==> src/rtl/fp_intermediate_wb_receiver.sv <==
// Collects finished intermediate FP results from several producers into a small FIFO for normalize/round.
// Define FP_WB_ROUND_ROBIN_EN for round-robin grant; otherwise fixed priority, highest index wins.
module fp_intermediate_wb_receiver #(
  parameter int NUM_SOURCES = 2,
  parameter int PAYLOAD_W   = 128,
  parameter int DEPTH       = 2
) (
  input  logic                                  clk,
  input  logic                                  rst,
  input  logic [NUM_SOURCES-1:0]                src_done,
  input  logic [NUM_SOURCES-1:0][PAYLOAD_W-1:0] src_payload,
  output logic [NUM_SOURCES-1:0]                src_ack,
  output logic                                  out_valid,
  output logic [PAYLOAD_W-1:0]                  out_payload,
  input  logic                                  out_ready,
  output logic [$clog2(DEPTH):0]                occupancy
);

  localparam int AW = $clog2(DEPTH);
  localparam int GW = (NUM_SOURCES > 1) ? $clog2(NUM_SOURCES) : 1;
  localparam logic [AW:0] FULL_CNT = (AW+1)'(DEPTH);

  logic [AW-1:0]        wr_ptr_q, wr_ptr_d;
  logic [AW-1:0]        rd_ptr_q, rd_ptr_d;
  logic [AW:0]          occ_q, occ_d;
  logic [PAYLOAD_W-1:0] mem_q [DEPTH];

  logic [GW-1:0] grant;
  logic          any_done;
  logic          full;
  logic          push;
  logic          pop;

`ifdef FP_WB_ROUND_ROBIN_EN
  logic [GW-1:0] rr_q, rr_d;

  // Walk from lowest to highest priority so the source at rr_q is assigned last and wins.
  always_comb begin
    grant    = '0;
    any_done = 1'b0;
    for (int k = NUM_SOURCES - 1; k >= 0; k--) begin
      if (src_done[(int'(rr_q) + k) % NUM_SOURCES]) begin
        grant    = GW'((int'(rr_q) + k) % NUM_SOURCES);
        any_done = 1'b1;
      end
    end
  end

  always_comb begin
    rr_d = rr_q;
    if (push) begin
      rr_d = (grant == GW'(NUM_SOURCES - 1)) ? '0 : grant + 1'b1;
    end
  end

  always_ff @(posedge clk or posedge rst) begin
    if (rst) rr_q <= '0;
    else     rr_q <= rr_d;
  end
`else
  always_comb begin
    grant    = '0;
    any_done = 1'b0;
    for (int i = 0; i < NUM_SOURCES; i++) begin
      if (src_done[i]) begin
        grant    = GW'(i);
        any_done = 1'b1;
      end
    end
  end
`endif

  // Full comes from registered occupancy only, so out_ready never reaches src_ack.
  assign full    = (occ_q == FULL_CNT);
  assign push    = any_done && !full && !rst;
  assign pop     = (occ_q != '0) && out_ready;
  assign src_ack = push ? (NUM_SOURCES'(1) << grant) : '0;

  always_comb begin
    wr_ptr_d = wr_ptr_q;
    rd_ptr_d = rd_ptr_q;
    occ_d    = occ_q;
    if (push) wr_ptr_d = wr_ptr_q + 1'b1;
    if (pop)  rd_ptr_d = rd_ptr_q + 1'b1;
    if (push && !pop)      occ_d = occ_q + 1'b1;
    else if (pop && !push) occ_d = occ_q - 1'b1;
  end

  always_ff @(posedge clk or posedge rst) begin
    if (rst) begin
      wr_ptr_q <= '0;
      rd_ptr_q <= '0;
      occ_q    <= '0;
    end else begin
      wr_ptr_q <= wr_ptr_d;
      rd_ptr_q <= rd_ptr_d;
      occ_q    <= occ_d;
    end
  end

  always_ff @(posedge clk) begin
    if (push) mem_q[wr_ptr_q] <= src_payload[grant];
  end

  assign out_valid   = (occ_q != '0);
  assign out_payload = mem_q[rd_ptr_q];
  assign occupancy   = occ_q;

endmodule
==> config.mk <==
export PLATFORM = sky130hd
export DESIGN_NAME = fp_intermediate_wb_receiver
export DESIGN_NICKNAME = d
export VERILOG_FILES = /design/src/rtl/fp_intermediate_wb_receiver.sv
export SDC_FILE = /design/constraint.sdc
export NUM_CORES = 1
export LEC_CHECK = 0
export BUFFER_PORTS_ARGS = -buffer_cell sky130_fd_sc_hd__buf_2
export CAP_MARGIN = 15
export CORE_AREA = 2 2 153 155
export CTS_BUF_LIST = sky130_fd_sc_hd__clkbuf_16
export DETAILED_ROUTE_END_ITERATION = 8
export DIE_AREA = 0 0 155 157
export GPL_TIMING_DRIVEN = 0
export PLACE_DENSITY = 0.83
export SYNTH_ARGS = -nofsm -noshare
export SYNTH_HDL_FRONTEND = slang
export SYNTH_SLANG_ARGS = --single-unit
==> constraint.sdc <==
create_clock -name clk -period 16.4 [get_ports clk]
set_input_delay 0.82 -clock clk [delete_from_list [all_inputs] [get_ports clk]]
set_output_delay 0.82 -clock clk [all_outputs]
set_load 0.02 [all_outputs]
==> impl_metrics.toml, run 1 <==
[run_status]
status = "finished, final reports clean"

[power]
largest_vdd_supply_drop_uv = 117
leakagePower_nw = 6.07
power.switching_uw = 743
power.share.combinational_pct = 34.6
pwr-share-seq_pct = 39.1
clock_power_share_pct = 26.3
p_sw_share_pct = 32.1
power_density_cells_mw_per_mm2 = 157
p_int_mw = 1.58

[cells_and_area]
final_cell_area_mm2 = 0.0148
syn2layout_area_growth_pct = 29.9
multi_input_comb_area_mm2 = 0.00335
fillCellCount = 1558
instances_no_fill = 1302
final_layout_size_suffix_gt1_share_pct = 71.9
finish.net_count = 1255
final-seq-area_mm2 = 0.00779

[routing]
drcViolationCount = 0
drt_first_iter_violations = 260
drt_pre_antenna_iters = 4
vias_per_cell = 5.13
route.antenna.remaining_nets = 0
drt-total-wl_mm = 26.5
post_dr_wirelength_cell_um = 20.3
via_count = 6683

[sta]
worst_pin_slew_ps = 786
rsz0062_at_grt = "false"
fin_skew_ps = 10.7
max_slew_margin_pct = 47.5
timing.fmax_mhz = 351
setup_viol_count_final = 0
fin_crit_sh_pct = 17.3
period_minus_slack_ps = 2850
drv_slew = 0
timing.final.hold_violations = 0
aggregate_negative_setup_slack_ps = 0
final.setup.worst_slack_ps = 13550

[clock_tree]
post_cts_resized = 0
hold_buffers = 0
h-tree-depth = 1
cts_tree = "done"
cts_sink_cnt = 260
clock_tree.root_cell = "clkbuf_16"
insertion_delay_ps = 520
cts_max_path_buffers = 3
cts_buffers = 27
postCtsSetupBuffers = 0
clkSlewWorstSetupHoldPaths_ps = 60

[placed_design]
place.detailed.hpwl_mm = 19.2
io_buffer_count = 392
preCtsSetupSlack_ps = 13420
gp_routability_congestion = 0.771
placed_cells = 1249
dpl_cell_area_mm2 = 0.0139

[floorplan]
die_height_um = 157
die_area_mm2 = 0.0243
top_ports = 394
start_util_pct = 50.6
placementRows = 55
core_area_mm2 = 0.0225
dieWidth_um = 155

[yosys]
postSynth.topFlopCell = "edfxtp_1"
synth-edff-count = 256
synth.mux.area_fraction_pct = 28.2
synth_nets = 826
postSynthAreaPerCell_um2 = 20.2
synth-compound-area-share_pct = 0.297
top_area_cell_type_share_of_the_netlist_area_pct = 67.5
synth_fa_ha_area_share_pct = 0.110
cell_types_occupying_the_most_area_after_synthesis = "edfxtp_1, mux2_2, mux2_4, buf_6, dfrtp_1"
post_synth_num_cell_types = 19
async_reset_ff_share_pct = 1.54
post_synth_xor_area_fraction_pct = 0.385
yosys.area_share.simple_pct = 0.319
synth-seq-cells = 260
netlist_instances = 564
yosys_warnings = 0
syn-cell-area_mm2 = 0.0114
main_combinational_cell_family_by_area_after_synthesis = "multiplexers"
yosys-top-cells-count = "edfxtp_1, mux2_2, mux2_4, buf_6, buf_4"
yosysTopAreaCell = "edfxtp_1"
yosysMostFrequentCell = "edfxtp_1"
ys_seq_area_share_pct = 68.4

[global_routing]
grt_first_pass_wirelength_mm = 38.2
via_count_of_the_first_global_routing_pass = 7028
antenna_found_initial = 7
overflow = 0
largest_net_degree_at_the_start_of_global_routing = 33
grt_use_total_pct = 20.7

[setup_path]
crit_path_max_incr_delay_ps = 380
worst-path-buf-inv = 3
worst-setup-path-type = "register to primary output"
critical_path.cell_chain = "buf_2 -> buf_4 -> mux2_2 -> buf_2"
worst_path_dominant_cell_family = "buffers and inverters"
cp-end-kind = "primary output"
critPathMostFrequentCell = "buf_2"
arrival_ps = 2030
cp_data_required_time_ps = 15580
crit_path_start_kind = "register"
timing.critical_path.fanout_max = 10
crit_slowest_cell = "dfrtp_1"

[run]
cap_violations = 0

[min_path]
hold_path.class = "primary input to asynchronous set/reset pin"
[stage by stage]
step | hold WS, ps | total power, mW | utilization (%)
floorplan | 468 | 1.46 | -
global placement | 481 | 1.73 | 60.9
detailed placement | 549 | 1.73 | 61.7
CTS | 210 | 2.34 | 65.7
global route | 229 | 2.41 | 65.7
finish | 230 | 2.32 | 65.7
[layout by cell type, fill, tap and decap left out, drive strengths merged, types with 3 or more instances in the layout]
master	instances
buf	428
edfxtp	256
mux2	256
clkbuf	28
inv	10
clkinv	9
xnor2	4
bufinv	4
clkinvlp	4
dfrtp	4
diode	3
nor2	3
[per-layer routing]
layer | vias up | share of wire, % | track usage (%)
met4 | 8 | 3.2 | 8.33
met5 | - | 0.17 | 0
li1 | 3077 | - | -
met2 | 294 | 52 | 38.0
met3 | 66 | 7.6 | 5.89
met1 | 3238 | 37 | 22.4
[area by class of cell]
class                           count  area share, %
Buffer                             29           1.62
Antenna cell                        3         0.0508
Timing Repair Buffer              400           14.5
Clock buffer                       27           4.57
Inverter                            4          0.102
Tap cell                          285           2.41
Sequential cell                   260           52.7
Clock inverter                     23           1.46
Multi-Input combinational cell    271           22.7
[flip-flops by register name, indices dropped and copies added (netlist names)]
name / count
occupancy: 2
wr_ptr_q: 1
mem_q: 256
rd_ptr_q: 1
[power by group through the flow]
| stage | sequential, mW | clock (mW) | combinational (mW) |
|---|---|---|---|
| final | 0.906 | 0.610 | 0.803 |
| after detailed placement | 0.919 | 0 | 0.807 |
| after global routing | 0.915 | 0.644 | 0.848 |
| after global placement | 0.956 | 0 | 0.771 |
| after floorplan | 0.939 | 0 | 0.525 |
| after CTS | 0.907 | 0.620 | 0.814 |
[worst paths after layout]
check | start | endpoint | slack, ps | cells after the start
max | rd_ptr_q$_DFFE_PP0P_ | out_payload[23] | 13550 | 4
min | rst | occupancy[1]$_DFFE_PP0P_ | 230 | 2
max reg2reg | occupancy[1]$_DFFE_PP0P_ | mem_q[0][92]$_DFFE_PP_ | 14130 | 5
min reg2reg | wr_ptr_q$_DFFE_PP0N_ | wr_ptr_q$_DFFE_PP0N_ | 560 | 1
max in group asynchronous | rst | wr_ptr_q$_DFFE_PP0N_ | 15960 | 2
min in group clk | wr_ptr_q$_DFFE_PP0N_ | wr_ptr_q$_DFFE_PP0N_ | 560 | 1
[cells by family (layout without fill, tap and decap cells)]
group | Yosys count | in the layout
DFF | 260 | 260
muxes | 256 | 256
buffers and inverters | 33 | 483
and+or+nand+nor | 7 | 7
xor gates and xnor gates | 5 | 5
AOI/OAI and AO/OA | 2 | 2
adders and majority gates | 1 | 1
other | 0 | 3
No activity file was read; power rests on OpenSTA's default activity.
==> run 2, diff against run 1 <==
--- a/config.mk
+++ b/config.mk
@@ -7,10 +7,11 @@
 export LEC_CHECK = 0
 export BUFFER_PORTS_ARGS = -buffer_cell sky130_fd_sc_hd__buf_2
 export CAP_MARGIN = 15
-export CORE_AREA = 2 2 153 155
+export CORE_ASPECT_RATIO = 1.4
+export CORE_MARGIN = 2
+export CORE_UTILIZATION = 50
 export CTS_BUF_LIST = sky130_fd_sc_hd__clkbuf_16
 export DETAILED_ROUTE_END_ITERATION = 8
-export DIE_AREA = 0 0 155 157
 export GPL_TIMING_DRIVEN = 0
 export PLACE_DENSITY = 0.83
 export SYNTH_ARGS = -nofsm -noshare
==> constraint.sdc (replaced) <==
create_clock -name clk -period 2.95 [get_ports clk]
set_input_delay 0.1475 -clock clk [delete_from_list [all_inputs] [get_ports clk]]
set_output_delay 0.1475 -clock clk [all_outputs]
set_load 0.02 [all_outputs]
==> run 2 against run 1 <==
Against the previous run:
- wire length increased by 29%
- final cell count increased by 20%
- via count increased by 21%
- non-clock buffer count increased by 258
- global-route usage increased by 7.1 points
- cell area increased by 16%
- core utilization increased by 11 points
- critical path depth unchanged
- register-to-register slack got worse by 13000 ps
- first-iteration DRC count increased by 87%
- combinational power increased to 6.2 times the previous value
- sequential power increased to 5.6 times the previous value
- critical endpoint is now out_payload[24]
==> impl_metrics.toml, run 2 (synthesized netlist as in run 1, its figures left out) <==
[clock_tree]
postCtsSetupBuffers = 0
cts_buffers = 24
cts_tree = "done"
h-tree-depth = 1
hold_buffers = 258
clkSlewWorstSetupHoldPaths_ps = 70
cts_sink_cnt = 260
post_cts_resized = 0
cts_max_path_buffers = 3
insertion_delay_ps = 520
clock_tree.root_cell = "clkbuf_16"

[setup_path]
worst_setup_path_startpoint = "rd_ptr_q$_DFFE_PP0P_"
critical_path.cell_chain = "buf_2 -> buf_4 -> mux2_2 -> buf_2"
reg2reg_to = "mem_q[0][63]$_DFFE_PP_"
beginning_of_the_worst_register_to_register_path = "occupancy[1]$_DFFE_PP0P_"
crit_slowest_cell = "mux2_2"
worst-path-buf-inv = 3
critPathMostFrequentCell = "buf_2"
cp-end-kind = "primary output"
arrival_ps = 2060
r2r_slack_ps = 870
crit_path_start_kind = "register"
worst-r2r-cell-count = 5
worst_path_dominant_cell_family = "buffers and inverters"
crit_path_max_incr_delay_ps = 390
worst-setup-path-type = "register to primary output"
timing.critical_path.fanout_max = 10
cp_data_required_time_ps = 2800

[floorplan]
placementRows = 65
top_ports = 394
die_height_um = 183
die_area_mm2 = 0.0240
core_area_mm2 = 0.0224
dieWidth_um = 132
start_util_pct = 50.7

[cells_and_area]
antenna_cells = 0
finish.net_count = 1510
final_layout_size_suffix_gt1_share_pct = 57.2
final_cell_area_mm2 = 0.0172
multi_input_comb_area_mm2 = 0.00335
final-seq-area_mm2 = 0.00779
syn2layout_area_growth_pct = 51.2
fillCellCount = 1160
number_of_flip_flops_under_the_largest_register_name = 256
commonest_non_fill_non_tap_cells_in_the_layout = "buf_2, dlygate4sd3_1, edfxtp_1"
register_ranked_first_by_flip_flop_count = "mem_q"
layout.cells.most_common = "buf_2"
post-route-util_pct = 76.7

[power]
leakagePower_nw = 7.07
power_density_cells_mw_per_mm2 = 753
largest_vdd_supply_drop_uv = 609
design_power_total_mw = 13.0

[sta]
fin_skew_ps = 8.89
aggregate_negative_setup_slack_ps = 0
worst_pin_slew_ps = 591
final.setup.worst_slack_ps = 743
max_slew_margin_pct = 60.5
timing.final.hold_violations = 0
rsz0062_at_grt = "false"
setup_viol_count_final = 0
fin_crit_sh_pct = 74.8
period_minus_slack_ps = 2210
drv_slew = 0
timing.fmax_mhz = 453

[global_routing]
antenna_found_initial = 0
grt_first_pass_wirelength_mm = 50.8
largest_net_degree_at_the_start_of_global_routing = 33
grt_use_total_pct = 27.7
overflow = 0
via_count_of_the_first_global_routing_pass = 9192

[routing]
drcViolationCount = 0
drt-total-wl_mm = 34.1
vias_per_cell = 5.17
via_count = 8096
route.antenna.remaining_nets = 0
drt_first_iter_violations = 487
post_dr_wirelength_cell_um = 21.7
drt_pre_antenna_iters = 5

[placed_design]
dpl_cell_area_mm2 = 0.0139
place.detailed.hpwl_mm = 18.8
preCtsSetupSlack_ps = 798
gp_routability_congestion = 0.820
io_buffer_count = 392

[min_path]
hold_path.class = "primary input to asynchronous set/reset pin"

[run]
cap_violations = 0

[run_status]
status = "finished, final reports clean"
==> run 2: worst reg2reg max path, stage by stage, from the launching register on <==
cell	delay [ps]
dfrtp_2	450
inv_2	120
o221ai_4	160
nor2_4	520
buf_12	270
buf_12	250
==> run 2: area by class of cell <==
type	count	area share (%)
Inverter	4	0.0872
Clock buffer	25	3.63
Timing Repair Buffer	658	27.3
Tap cell	301	2.19
Multi-Input combinational cell	271	19.5
Sequential cell	260	45.3
Clock inverter	18	0.625
Buffer	29	1.39
==> run 2: where the power goes <==
part | switching [mW] | total [mW] | internal (mW)
clock | 1.33 | 2.95 | 1.62
combinational | 2.79 | 4.94 | 2.15
sequential | 0.200 | 5.07 | 4.87
==> run 2: worst max-delay path by stage <==
| stage | to | slack [ps] | cells past startpoint |
|---|---|---|---|
| finish | out_payload[24] | 740 | 4 |
| global placement | mem_q[0][60]$_DFFE_PP_ | -1230 | 4 |
| floorplan | mem_q[0][0]$_DFFE_PP_ | -110 | 3 |
| global route | out_payload[23] | 650 | 4 |
| CTS | out_payload[23] | 690 | 4 |
| detailed placement | mem_q[0][63]$_DFFE_PP_ | 800 | 6 |
==> run 2: metal layers <==
metal	GRT usage [%]	vias up	routed length, um
met5	0	-	0
met4	14.0	0	1670
met3	4.61	121	1970
met2	53.4	438	18800
met1	28.8	3952	11600
li1	-	3585	-
==> run 2: metrics by stage <==
step,instances,hold slack [ps]
global route,1566,145
finish,1566,126
CTS,1566,119
detailed placement,1265,116
global placement,1257,108
floorplan,564,-48.8
==> run 3, diff against run 2 <==
==> constraint.sdc (replaced) <==
create_clock -name clk -period 2.04 [get_ports clk]
set_input_delay 0.102 -clock clk [delete_from_list [all_inputs] [get_ports clk]]
set_output_delay 0.102 -clock clk [all_outputs]
set_load 0.02 [all_outputs]
==> run 3 against run 2 <==
Against the previous run:
- clock skew shrank 2.8 ps
- clock power increased by 45%
- global-route usage increased by 0.35 points
- core utilization up 0.21 points
- highest routed layer unchanged
- via count is 0.53% higher
- die area stayed put
- worst setup slack worse by 670 ps
- worst hold slack lost 25 ps
- largest power group unchanged
- register-to-register slack got worse by 510 ps
- critical path depth is the same
- count of clock-buffer cells in the layout unchanged
- total power grew 45%
==> impl_metrics.toml, run 3 (synthesized netlist as in run 1, its figures left out) <==
[clock_tree]
cts_max_path_buffers = 3
cts_tree = "done"
insertion_delay_ps = 510
clock_tree.root_cell = "clkbuf_16"
cts_sink_cnt = 260
h-tree-depth = 1
cts_buffers = 24
clkSlewWorstSetupHoldPaths_ps = 60

[sta]
fin_crit_sh_pct = 96.5
timing.fmax_mhz = 508
timing.final.hold_violations = 0
final.hold.worst_slack_ps = 101
max_slew_margin_pct = 78.4
period_minus_slack_ps = 1970
drv_slew = 0
setup_viol_count_final = 0
rsz0062_at_grt = "true"
worst_pin_slew_ps = 324
fin_skew_ps = 6.06

[cells_and_area]
post-route-util_pct = 76.9
commonest_non_fill_non_tap_cells_in_the_layout = "buf_2, dlygate4sd3_1, edfxtp_1"
layout.cells.most_common = "buf_2"
syn2layout_area_growth_pct = 51.6
final_layout_size_suffix_gt1_share_pct = 57.3
finish.net_count = 1514
fillCellCount = 1173
number_of_flip_flops_under_the_largest_register_name = 256
final-seq-area_mm2 = 0.00779
multi_input_comb_area_mm2 = 0.00335
antenna_cells = 0
register_ranked_first_by_flip_flop_count = "mem_q"

[setup_path]
cp_data_required_time_ps = 1940
timing.critical_path.fanout_max = 10
worst-setup-path-type = "register to primary output"
critical_path.cell_chain = "buf_6 -> buf_4 -> mux2_2 -> buf_2"
crit_path_start_kind = "register"
crit_slowest_cell = "dfrtp_1"
crit_path_max_incr_delay_ps = 380
arrival_ps = 1870
cp-end-kind = "primary output"

[power]
power_density_cells_mw_per_mm2 = 1090
leakagePower_nw = 7.10
largest_vdd_supply_drop_uv = 889
design_power_total_mw = 18.8

[floorplan]
dieWidth_um = 132
top_ports = 394
die_area_mm2 = 0.0240
placementRows = 65
core_area_mm2 = 0.0224
start_util_pct = 50.7
die_height_um = 183

[global_routing]
via_count_of_the_first_global_routing_pass = 9176
grt_use_total_pct = 28.1
largest_net_degree_at_the_start_of_global_routing = 33
antenna_found_initial = 0
overflow = 0
grt_first_pass_wirelength_mm = 51.4

[routing]
drt_pre_antenna_iters = 4
route.antenna.remaining_nets = 0
drcViolationCount = 0
drt-total-wl_mm = 34.2
drt_first_iter_violations = 575
post_dr_wirelength_cell_um = 21.8
via_count = 8139
vias_per_cell = 5.18

[run_status]
status = "finished, final reports clean"

[placed_design]
gp_routability_congestion = 0.820
io_buffer_count = 392
place.detailed.hpwl_mm = 18.8

[run]
cap_violations = 0

[min_path]
hold_path.class = "primary input to asynchronous set/reset pin"
run 3: through the flow:
stage / std cells / setup TNS (ps) / area, um^2 / worst slack, ps
after global placement: 1257 / -531500 / 13700 / -2090
after floorplan: 564 / -257120 / 11400 / -1020
after detailed placement: 1265 / -3750 / 13900 / -66.1
after global routing: 1570 / -6.89 / 17300 / -3.74
after CTS: 1570 / 0 / 17300 / 2.18
final: 1570 / 0 / 17300 / 71.9
run 3: final cells by class:
cell class / count / share of cell area [%]
inverter: 4 / 0.0870
clock buffer: 25 / 3.62
timing repair buffer: 662 / 27.4
multi-input combinational: 271 / 19.4
sequential: 260 / 45.1
buffer: 29 / 1.48
tap: 301 / 2.18
clock inverter: 18 / 0.623
run 3: final timing paths:
path                            slack [ps]  cells past startpoint                  endpoint                startpoint
worst max-delay path                    70                      4           out_payload[74]      rd_ptr_q$_DFFE_PP0P_
worst min-delay path                   100                      3  occupancy[1]$_DFFE_PP0P_                       rst
worst max register to register         360                      5    mem_q[1][57]$_DFFE_PP_  occupancy[1]$_DFFE_PP0P_
worst min register to register         550                      1      wr_ptr_q$_DFFE_PP0N_      wr_ptr_q$_DFFE_PP0N_
max in group asynchronous             1680                      3  occupancy[0]$_DFFE_PP0P_                       rst
min in group clk                       120                      3      wr_ptr_q$_DFFE_PP0N_               src_done[0]
run 3: critical path: cells and delay by family, from the launching register on:
kind	cells	cell delay (ps)
flip-flops	1	380
multiplexers	1	370
buffers and inverters	3	600
run 3: repair_timing:
action,4_1_cts,5_1_grt
resized for setup,3,3
hold endpoints to repair,261,0
hold buffers,258,0
setup endpoints to repair,164,11
setup buffers,4,0
pin swaps,2,0
run 3: metal layers:
layer | up-vias | track usage, % | share of wire, % | routed length, um
met5 | - | 0 | 0 | 0
met2 | 431 | 54.2 | 56 | 19100
li1 | 3600 | - | - | -
met1 | 4002 | 29.0 | 34 | 11700
met3 | 106 | 5.31 | 5.6 | 1930
met4 | 0 | 13.1 | 4.3 | 1490
run 3: report_power, final:
| group | switching [mW] | total [mW] | internal [mW] | leakage (nW) |
|---|---|---|---|---|
| logic | 4.07 | 7.23 | 3.17 | 4.31 |
| clock network | 1.93 | 4.27 | 2.34 | 0.380 |
| registers | 0.295 | 7.34 | 7.04 | 2.40 |
| total | 6.29 | 18.8 | 12.6 | 7.10 |
